==> src/rtl/pipe_stage_fifo.sv <==
// DEPTH-entry valid/ready buffer carrying {PC, instruction} between pipeline stages.
// Define PIPE_BYPASS_EN for a zero-latency path when the buffer is empty.
module pipe_stage_fifo #(
  parameter int unsigned ADDR_W = 32,
  parameter int unsigned DATA_W = 32,
  parameter int unsigned DEPTH  = 2
) (
  input  logic                    clk,
  input  logic                    reset,
  input  logic [ADDR_W-1:0]       PC_in,
  input  logic [DATA_W-1:0]       instr_in,
  input  logic                    in_valid,
  output logic                    in_ready,
  output logic [ADDR_W-1:0]       PC_out,
  output logic [DATA_W-1:0]       instr_out,
  output logic                    out_valid,
  input  logic                    out_ready,
  input  logic                    stall,
  input  logic                    flush,
  output logic [$clog2(DEPTH):0]  count
);

  localparam int unsigned CNT_W = $clog2(DEPTH) + 1;
  localparam int unsigned PTR_W = $clog2(DEPTH);
  localparam int unsigned ENT_W = ADDR_W + DATA_W;

  logic [ENT_W-1:0] r_mem [DEPTH];
  logic [PTR_W-1:0] r_wr_ptr;
  logic [PTR_W-1:0] r_rd_ptr;
  logic [CNT_W-1:0] r_count;

  logic             w_full;
  logic             w_empty;
  logic             w_open;
  logic             w_byp;
  logic             w_push;
  logic             w_pop;
  logic [ENT_W-1:0] w_head;

  assign w_full  = (r_count == CNT_W'(DEPTH));
  assign w_empty = (r_count == '0);
  assign w_open  = !stall && !flush;

`ifdef PIPE_BYPASS_EN
  assign w_byp = w_empty && in_valid && w_open;
`else
  assign w_byp = 1'b0;
`endif

  // Head entry, or the live input when bypassing an empty buffer
  always_comb begin
    w_head = '0;
    if (!w_empty) begin
      w_head = r_mem[r_rd_ptr];
    end else if (w_byp) begin
      w_head = {PC_in, instr_in};
    end
  end

  assign {PC_out, instr_out} = w_head;
  assign in_ready  = !w_full && w_open;
  assign out_valid = (!w_empty && w_open) || w_byp;

  // A bypassed beat that is consumed immediately never touches storage
  assign w_pop  = out_valid && out_ready && !w_empty;
  assign w_push = in_valid && in_ready && !(w_byp && out_ready);

  always_ff @(posedge clk) begin
    if (!reset) begin
      r_wr_ptr <= '0;
      r_rd_ptr <= '0;
      r_count  <= '0;
    end else if (flush) begin
      r_wr_ptr <= '0;
      r_rd_ptr <= '0;
      r_count  <= '0;
    end else begin
      if (w_push) r_wr_ptr <= r_wr_ptr + PTR_W'(1);
      if (w_pop)  r_rd_ptr <= r_rd_ptr + PTR_W'(1);
      if (w_push && !w_pop) begin
        r_count <= r_count + CNT_W'(1);
      end else if (w_pop && !w_push) begin
        r_count <= r_count - CNT_W'(1);
      end
    end
  end

  // Storage needs no reset; only slots between rd_ptr and wr_ptr are ever read
  always_ff @(posedge clk) begin
    if (w_push) begin
      r_mem[r_wr_ptr] <= {PC_in, instr_in};
    end
  end

  assign count = r_count;

endmodule

==> config.mk <==
export PLATFORM = sky130hd
export DESIGN_NAME = pipe_stage_fifo
export DESIGN_NICKNAME = d
export VERILOG_FILES = /design/src/rtl/pipe_stage_fifo.sv
export SDC_FILE = /design/constraint.sdc
export NUM_CORES = 1
export LEC_CHECK = 0
export CORE_MARGIN = 1.5
export CORE_UTILIZATION = 48
export CTS_CLUSTER_DIAMETER = 50
export CTS_CLUSTER_SIZE = 30
export DETAILED_ROUTE_END_ITERATION = 10
export GPL_TIMING_DRIVEN = 1
export PLACE_DENSITY = 0.92
export SETUP_SLACK_MARGIN = 0.2
export SYNTH_ARGS = -nofsm -noshare
export SYNTH_HDL_FRONTEND = slang
export SYNTH_SLANG_ARGS = --single-unit
==> constraint.sdc <==
create_clock -name clk -period 3.8 [get_ports clk]
set_clock_uncertainty 0.2 [all_clocks]
set_input_delay 0.38 -clock clk [delete_from_list [all_inputs] [get_ports clk]]
set_output_delay 0.38 -clock clk [all_outputs]
set_load 0.02 [all_outputs]
After elaboration in Yosys (flattened, before gate mapping). Memories as Yosys holds them, arrays and structs flattened. A register that Yosys moved wholly into a read port is not among the register bits. Index checks and enable logic that the tools add are counted.

Register bits after elaboration: 4. Bits in writable memories: 128. Input bits: 70. Output and inout bits: 68. Word-level logic and storage cells: 34. Memories: 1.

Memory list: r_mem (depth 2, bits a word 64, rd ports 1, clocked after memory_dff 1, write ports 1, RTL line 27) `logic [ENT_W-1:0] r_mem [DEPTH];`.

Add/sub/neg operators: 4. Equality and inequality tests: 1. Mux-type cells: 7. Bitwise logic cells: 1. Reductions and logical operators: 17.

Operator list (number): 64-bit 2-to-1 mux (1); 1-bit logical AND (8); 1-bit logical NOT (6); 1-bit 2-to-1 mux (4); 2-bit 2-to-1 mux (2); 1-bit adder, second input constant (2); 2-bit by 1-bit adder with 2-bit output, second input constant (1); 2-bit equality test, second input constant (1); 2-bit logical NOT (1); 2-bit nonzero test (1); 2-bit OR reduction (1); 2-bit by 1-bit subtractor with 2-bit output, second input constant (1); 1-bit NOT (1).

Longest topological paths before layout. Gate-level depths: netlist of run 1.

Word-level depth: 8. Mapped depth: 8. Depth with buffers taken out: 7.

Worst setup path before layout of run 1. Ideal clock, no wire load.

Path kind: reg2reg. Start: reg r_count[0] (netlist: count[0]). End: mem r_mem[0][0] (netlist name), enable pin. Library setup time: 429 ps. Arrival: 2854 ps. Required time: 3171 ps. Setup slack: 317 ps. Cell stages (with the launch flop): 4. Path buffers: 0. Clock period less this slack: 3483 ps. Cell sequence: dfxtp_1 -> nor2b_1 -> nor3_1 -> and3b_1.

Cells in the longest elaborated chain, start to end: 6.

Ends and longest elaborated chain: start: declaration (RTL line 30) `logic [CNT_W-1:0] r_count;`; start signal: assignment (RTL line 81) `r_count <= r_count + CNT_W'(1);`; start signal: assignment (RTL line 83) `r_count <= r_count - CNT_W'(1);`; 2-bit equality test (RTL line 40) `assign w_full = (r_count == CNT_W'(DEPTH));`; 1-bit logical NOT (RTL line 61) `assign in_ready = !w_full && w_open;`; 1-bit logical AND (RTL line 61); via in_ready (RTL line 13) `output logic in_ready,`; 1-bit logical AND (RTL line 66) `assign w_push = in_valid && in_ready && !(w_byp && out_ready);`; 1-bit 2-to-1 mux (RTL line 90) `if (w_push) begin`; 1-bit 2-to-1 mux (implied by the code) (RTL line 91) `r_mem[r_wr_ptr] <= {PC_in, instr_in};`; end: declaration (RTL line 27).

The timed path passes the listed nets, and every way through them passes these cells.

==> metrics.log, run 1 <==
[metrics] detailed placer's ending HPWL: between 6000 and 7000 microns
[metrics] clock-pin slew of the registers on the worst-case setup and hold paths: about 60 ps
[metrics] Tightest Pin Transition: 806 ps
[metrics] total congestion overflow after global routing: 0
[metrics] root cell of the clock tree: clkbuf_8
[metrics] outcome: complete, no violations
[metrics] Chip Height: ~110 microns
[metrics] Diodes inserted: 0
[metrics] Final Hold Viols: 0
[metrics] worst reg2reg endpoint: count[1]$_SDFFE_PP0P_
[metrics] via-per-instance ratio: 5.02
[metrics] Filler Cell Count: approximately 710
[metrics] clock latency on the worst-skew pair: 490 ps
[metrics] sequential share of the synthesized area: 0.779
[metrics] placed inst area: approximately 6600 sq um
[metrics] largest net degree at the start of global routing: 39
[metrics] core outline area: slightly above 10000 sq um
[metrics] Critical Path AT: around 2500 ps
[metrics] Port Buf Inserts: approximately 140
[metrics] # rows: 37
[metrics] 1st-iter DRT viols: approximately 170
[metrics] GP Congestion: a little over 0.7
[metrics] share of layout cells above drive strength 1: 0.0871
[metrics] Setup-failing EPs final: 0
[metrics] VDD IR max: around 0.00036 V
[metrics] kind of launch point of the worst setup path: flip-flop
[metrics] vias in the first global route: 3084
[metrics] setup slack of the worst register-to-register path: roughly 1200 ps
[metrics] gate count of the mapped netlist: 300
[metrics] Worst R2R Path Depth: 7
[metrics] Max Fanout on Critical Path: 38
[metrics] Resized Gates After CTS: 0
[metrics] source of the worst register-to-register timing path: count[0]$_SDFFE_PP0P_
[metrics] maximum level of the CTS H-tree: 4
[metrics] Hold WC Path Type: in -> reg
[metrics] Avg Inst Size Synth: approximately 17 sq um
[metrics] worst slew margin relative to its limit: 0.461
[metrics] WP data required: ~3200 ps
[metrics] Area Overhead vs Synth: 41.7%
[metrics] overall routed net length: 10100 microns
[metrics] unique cell type count in the Yosys netlist: 19
[metrics] Die Span X: 106 microns
[metrics] hold-fix buffers at CTS: 0
[metrics] residual antenna-violating net count after detailed routing: 0
[metrics] Bufs on Longest Clock Path: 2
[metrics] number of placed I/O pins: about 140
[metrics] total number of clock tree sinks: between 100 and 150
[metrics] Final Max Tran Viols: 0
[metrics] category of the critical setup timing path: reg -> out
[metrics] combined area of all synthesized cells: roughly 5100 sq um
[metrics] Hold Path Stages: 1
[metrics] number of synthesized register bits: 133
[metrics] starting utilization of the core area: 0.492
[metrics] routed vias: 2986
[metrics] power per unit of standard cell area: between 400 and 500 nW/um^2
[metrics] synthesized netlist net count: 371
[metrics] number of buffers created by CTS: 17
[metrics] global-route wire length before repair: 15400 microns
[metrics] Die Footprint: approximately 11000 sq um
[metrics] final std cell area, no fill: about 7200 sq um
[metrics] clock tree from TritonCTS: yes
[metrics] number of buffers added for setup after CTS: 0
[metrics] drt drc: 0
[metrics] Max Cap Violations: 0
[metrics] final-layout setup total negative slack: 0 ps
[metrics] startpoint of the most critical hold path: instr_in[8]
[metrics] WL/cell: between 15 and 20 microns
[metrics] worst hold endpoint: r_mem[1][8]$_DFFE_PP_
[metrics] aggregate global-route resource usage: 0.186
[metrics] antenna violations before repair: 0
[metrics] FMAX: approximately 0.32 GHz
[metrics] setup repair after global routing missed its margin: no
[metrics] Final Cycle Share: 0.815
[metrics] kind of end point of the critical path: primary output
[metrics] Lkg Pwr: between 0.002 and 0.0025 uW
[metrics] post-route minimum period: a little over 3000 ps
[metrics] yosys warns: 0
[metrics] number of nets in the layout: between 500 and 600
[metrics] router iterations before antenna repair: 4
==> cell usage in the layout (no fill, tap or decap), types with 2 or more instances in the layout <==
master	instances
clkinv_2	2
xor2_1	2
clkinvlp_4	2
or3_1	3
clkbuf_16	16
nor2_1	65
edfxtp_1	128
buf_12	4
clkdlybuf4s50_1	137
nor3_1	2
mux2i_1	64
clkinv_4	4
o21ai_0	3
dfxtp_1	4
a21oi_1	4
nand2b_1	3
inv_6	6
==> per-stage QoR <==
| stage | setup slack [ps] | hold slack [ps] | util | std cells | total power, uW |
|---|---|---|---|---|---|
| after floorplan | 317 | 262 | - | 300 | 1750 |
| final | 703 | 264 | 0.697 | 595 | 3360 |
| after detailed placement | 1050 | 317 | 0.643 | 563 | 1890 |
| after global placement | 1150 | 275 | 0.643 | 563 | 1880 |
| after global routing | 561 | 236 | 0.697 | 595 | 3470 |
| after CTS | 692 | 244 | 0.697 | 595 | 3390 |
==> Yosys cell counts <==
cell type,number,share of area
edfxtp_1,128,0.76
nor2_1,66,0.049
mux2i_1,64,0.13
buf_2,7,0.0069
buf_4,6,0.0089
dfxtp_1,5,0.020
a21oi_1,4,0.0040
nand2b_1,3,0.0037
o21ai_0,3,0.0030
or3_1,3,0.0037
nor3_1,2,0.0020
xor2_1,2,0.0035
and2_1,1,0.0012
and3_1,1,0.0012
and3b_1,1,0.0017
clkbuf_1,1,0.00074
ha_1,1,0.0025
nand2_1,1,0.00074
nor2b_1,1,0.0012
==> metal layers <==
metal	vias up	global-route usage	wire (microns)
met3	9	0.0625	600
met2	104	0.338	5450
met4	0	0.0521	74
li1	1411	-	-
met5	-	0	0
met1	1462	0.207	3940
==> cell families after synthesis <==
| kind of cell | Yosys count | synth area share |
|---|---|---|
| buffers and inverters | 14 | 0.0166 |
| muxes | 64 | 0.127 |
| adders and majority gates | 1 | 0.00247 |
| DFF | 133 | 0.779 |
| and+or+nand+nor | 79 | 0.0645 |
| xor gates and xnor gates | 2 | 0.00346 |
| AOI/OAI and AO/OA | 7 | 0.00692 |
==> power breakdown <==
part           switching [uW]  total, uW  internal, uW  leakage (uW)
registers                8.53       1640          1640       0.00120
clock network             624       1500           881      0.000270
logic                    98.0        215           117      0.000806
==> registers in the layout, summed over array words and instances (netlist names), named ones only <==
signal	cells
count	2
r_mem	128
r_rd_ptr	1
r_wr_ptr	1
==> how the worst max path moves through the flow <==
stage / from / end / slack [ps] / cells past startpoint
2_1_floorplan: count[0]$_SDFFE_PP0P_ / r_mem[0][0]$_DFFE_PP_ / 320 / 3
3_3_place_gp: flush / r_mem[0][6]$_DFFE_PP_ / 1150 / 4
3_5_place_dp: stall / r_mem[1][6]$_DFFE_PP_ / 1050 / 4
4_1_cts: flip-flop / PC_out[30] / 690 / 4
5_1_grt: flip-flop / instr_out[28] / 560 / 4
6_report: flip-flop / PC_out[30] / 700 / 4
==> critical path: stages, from the launching register on <==
cell and delay (ps):
dfxtp_4 780, buf_12 300, mux2i_1 120, nor2_1 130
clkdlybuf4s50_1 630
==> area by class of cell <==
cell class                      instances  area, sq um  area share
Sequential cell                       133         3950       0.551
Timing Repair Buffer                  141         1450       0.202
Multi-Input combinational cell        153         1040       0.145
Clock buffer                           17          414      0.0578
Tap cell                              136          170      0.0237
Clock inverter                         15          143      0.0199
Note: power is estimated with default switching activity, not from simulation.
==> run 2, diff against run 1 <==
--- a/config.mk
+++ b/config.mk
@@ -6,12 +6,12 @@
 export NUM_CORES = 1
 export LEC_CHECK = 0
 export CORE_MARGIN = 1.5
-export CORE_UTILIZATION = 48
+export CORE_UTILIZATION = 43
 export CTS_CLUSTER_DIAMETER = 50
 export CTS_CLUSTER_SIZE = 30
 export DETAILED_ROUTE_END_ITERATION = 10
 export GPL_TIMING_DRIVEN = 1
-export PLACE_DENSITY = 0.92
+export PLACE_DENSITY = 0.87
 export SETUP_SLACK_MARGIN = 0.2
 export SYNTH_ARGS = -nofsm -noshare
 export SYNTH_HDL_FRONTEND = slang
==> constraint.sdc (replaced) <==
create_clock -name clk -period 2.7 [get_ports clk]
set_clock_uncertainty 0.2 [all_clocks]
set_input_delay 0.27 -clock clk [delete_from_list [all_inputs] [get_ports clk]]
set_output_delay 0.27 -clock clk [all_outputs]
set_load 0.02 [all_outputs]
==> run 2 against run 1 <==
Effect of this change:
- via count up 0.57%
- sequential cell count unchanged
- clock-buffer cell count up 1
- critical path type unchanged
- highest routed layer unchanged
==> metrics.log, run 2 (synthesized netlist as in run 1, its figures left out) <==
[metrics] VDD IR max: 0.000384 V (+6.2%)
[metrics] setup repair after global routing missed its margin: no
[metrics] power per unit of standard cell area: 688 nW/um^2 (+47%)
[metrics] routed vias: 3003 (+0.57%)
[metrics] post-route minimum period: around 2400 ps
[metrics] via-per-instance ratio: 4.90 (-2.4%)
[metrics] overall routed net length: 9980 microns (-0.81%)
[metrics] outcome: complete, no violations
[metrics] Max Fanout on Critical Path: 20 (-47%)
[metrics] FMAX: roughly 0.42 GHz
[metrics] number of buffers created by CTS: 17 (unchanged)
[metrics] GP Congestion: 0.753 (+6.9%)
[metrics] Chip Height: 111 microns (+5.5%)
[metrics] maximum level of the CTS H-tree: 4 (unchanged)
[metrics] final std cell area, no fill: 7370 sq um (+2.9%)
[metrics] Final Max Tran Viols: 0 (unchanged)
[metrics] kind of launch point of the worst setup path: flip-flop
[metrics] clock-pin slew of the registers on the worst-case setup and hold paths: 60 ps (about the same)
[metrics] category of the critical setup timing path: reg -> out
[metrics] Tightest Pin Transition: 383 ps (-423 ps)
[metrics] aggregate global-route resource usage: 0.166 (-0.0199)
[metrics] 1st-iter DRT viols: 134 (-19%)
[metrics] number of flip-flops in the largest register: 128 (unchanged)
[metrics] Final Hold Viols: 0 (unchanged)
[metrics] clock latency on the worst-skew pair: 400 ps (-90 ps)
[metrics] clock tree from TritonCTS: yes
[metrics] WL/cell: 16.3 microns (-3.7%)
[metrics] Diodes inserted: 0 (unchanged)
[metrics] switching power of the nets: 969 uW (+33%)
[metrics] total number of clock tree sinks: 133 (unchanged)
[metrics] portion of total power attributed to combinational logic: 0.061 (-0.003)
[metrics] Setup-failing EPs final: 0 (unchanged)
[metrics] Port Buf Inserts: 137 (unchanged)
[metrics] kind of end point of the critical path: primary output
[metrics] core utilization of the finished layout: 0.643 (-0.0545)
[metrics] detailed placer's ending HPWL: 6400 microns (-3.7%)
[metrics] final-layout setup total negative slack: 0 ps (unchanged)
[metrics] Die Footprint: 12400 sq um (+11%)
[metrics] largest net degree at the start of global routing: 65 (+67%)
[metrics] sequential share of power: 0.456 (-0.033)
[metrics] commonest non-fill, non-tap cell in the layout: clkdlybuf4s50_1
[metrics] number of placed I/O pins: 138 (unchanged)
[metrics] switching fraction of total power: 0.191 (-0.0262)
[metrics] global-route wire length before repair: 15700 microns (+2.0%)
[metrics] core outline area: 11500 sq um (+12%)
[metrics] placed inst area: 6660 sq um (+0.76%)
[metrics] total congestion overflow after global routing: 0 (unchanged)
[metrics] Bufs on Longest Clock Path: 2 (unchanged)
[metrics] Final Cycle Share: 0.890
[metrics] internal power: 4100 uW (+56%)
[metrics] antenna violations before repair: 0 (unchanged)
[metrics] Max Cap Violations: 0 (unchanged)
[metrics] WP data required: 2230 ps (-990 ps)
[metrics] Area Overhead vs Synth: 45.7%
[metrics] commonest cells after routing, fill and taps aside: clkdlybuf4s50_1, edfxtp_1, nor2_1
[metrics] starting utilization of the core area: 0.441 (-0.0511)
[metrics] router iterations before antenna repair: 4 (unchanged)
[metrics] number of nets in the layout: 528 (+2.1%)
[metrics] Die Span X: 111 microns (+5.5%)
[metrics] Hold WC Path Type: in -> reg
[metrics] share of layout cells above drive strength 1: 0.109 (+0.0214)
[metrics] worst slew margin relative to its limit: 0.745 (+0.284)
[metrics] Critical Path AT: 1930 ps (-590 ps)
[metrics] vias in the first global route: 3220 (+4.4%)
[metrics] root cell of the clock tree: clkbuf_16
[metrics] clock group share of total power: 0.483 (+0.036)
[metrics] sum of internal, switching and leakage power: 5070 uW (+51%)
[metrics] hold-fix buffers at CTS: 0 (unchanged)
[metrics] Lkg Pwr: 0.00243 uW (+6.7%)
[metrics] # rows: 39 (+5.4%)
[metrics] Largest Register: r_mem
[metrics] residual antenna-violating net count after detailed routing: 0 (unchanged)
[metrics] drt drc: 0 (unchanged)
run 2: changes by cell type in the layout (fill, tap and decap cells not counted), sizes merged:
cell / before / now
bufinv: 1 / 5
nor2: 66 / 67
clkdlybuf4s50: 137 / 133
clkbuf: 17 / 18
buf: 4 / 14
clkinv: 6 / 5
dlymetal6s2s: 0 / 4
inv: 6 / 1
clkinvlp: 2 / 3
run 2: worst paths after layout:
kind	endpoint	startpoint	slack (ps)	depth (start not counted)
setup reg to reg	count[1]$_SDFFE_PP0P_	count[1]$_SDFFE_PP0P_	680	6
hold / removal	r_mem[1][20]$_DFFE_PP_	instr_in[20]	250	1
setup / recovery	instr_out[0]	flip-flop	300	4
hold reg to reg	r_rd_ptr$_SDFFE_PP0P_	r_rd_ptr$_SDFFE_PP0P_	310	2
run 2: power by group through the flow:
stage | Clock (uW) | Combinational (uW) | Sequential [uW]
2_1_floorplan | 0 | 107 | 2350
3_3_place_gp | 0 | 297 | 2350
3_5_place_dp | 0 | 306 | 2360
4_1_cts | 2490 | 314 | 2310
5_1_grt | 2580 | 332 | 2310
6_report | 2450 | 311 | 2310
run 2: repair_timing:
item | in CTS | in global routing
pin swaps | 1 | 1
gates resized for setup | 2 | 6
endpoints found under the setup margin | 57 | 58
cloned | 0 | 1
buffers inserted | 6 | 0
run 2: per-stage QoR:
step	setup slack (ps)	hold slack, ps	cells
finish	297	247	613
global route	200	235	613
CTS	213	228	612
detailed placement	484	297	574
global placement	526	289	574
floorplan	241	169	300
run 2: routing by layer:
layer | GRT usage | routed length (microns) | up-vias
li1 | - | - | 1432
met1 | 0.196 | 4140 | 1438
met2 | 0.281 | 5100 | 114
met3 | 0.0474 | 518 | 19
met4 | 0.0793 | 220 | 0
met5 | 0 | 0 | -
run 2: final cells by class:
| type | instances | area, sq um |
|---|---|---|
| fill | 828 | 4090 |
| sequential | 133 | 3950 |
| timing repair buffer | 151 | 1550 |
| multi-input combinational | 154 | 1060 |
| clock buffer | 18 | 429 |
| clock inverter | 14 | 208 |
| tap | 143 | 179 |
run 2: worst max-delay path: stages, from the launching register on:
cell	delay (ps)
dfxtp_4	450
buf_12	210
mux2i_1	110
nor2_1	120
clkdlybuf4s50_1	630
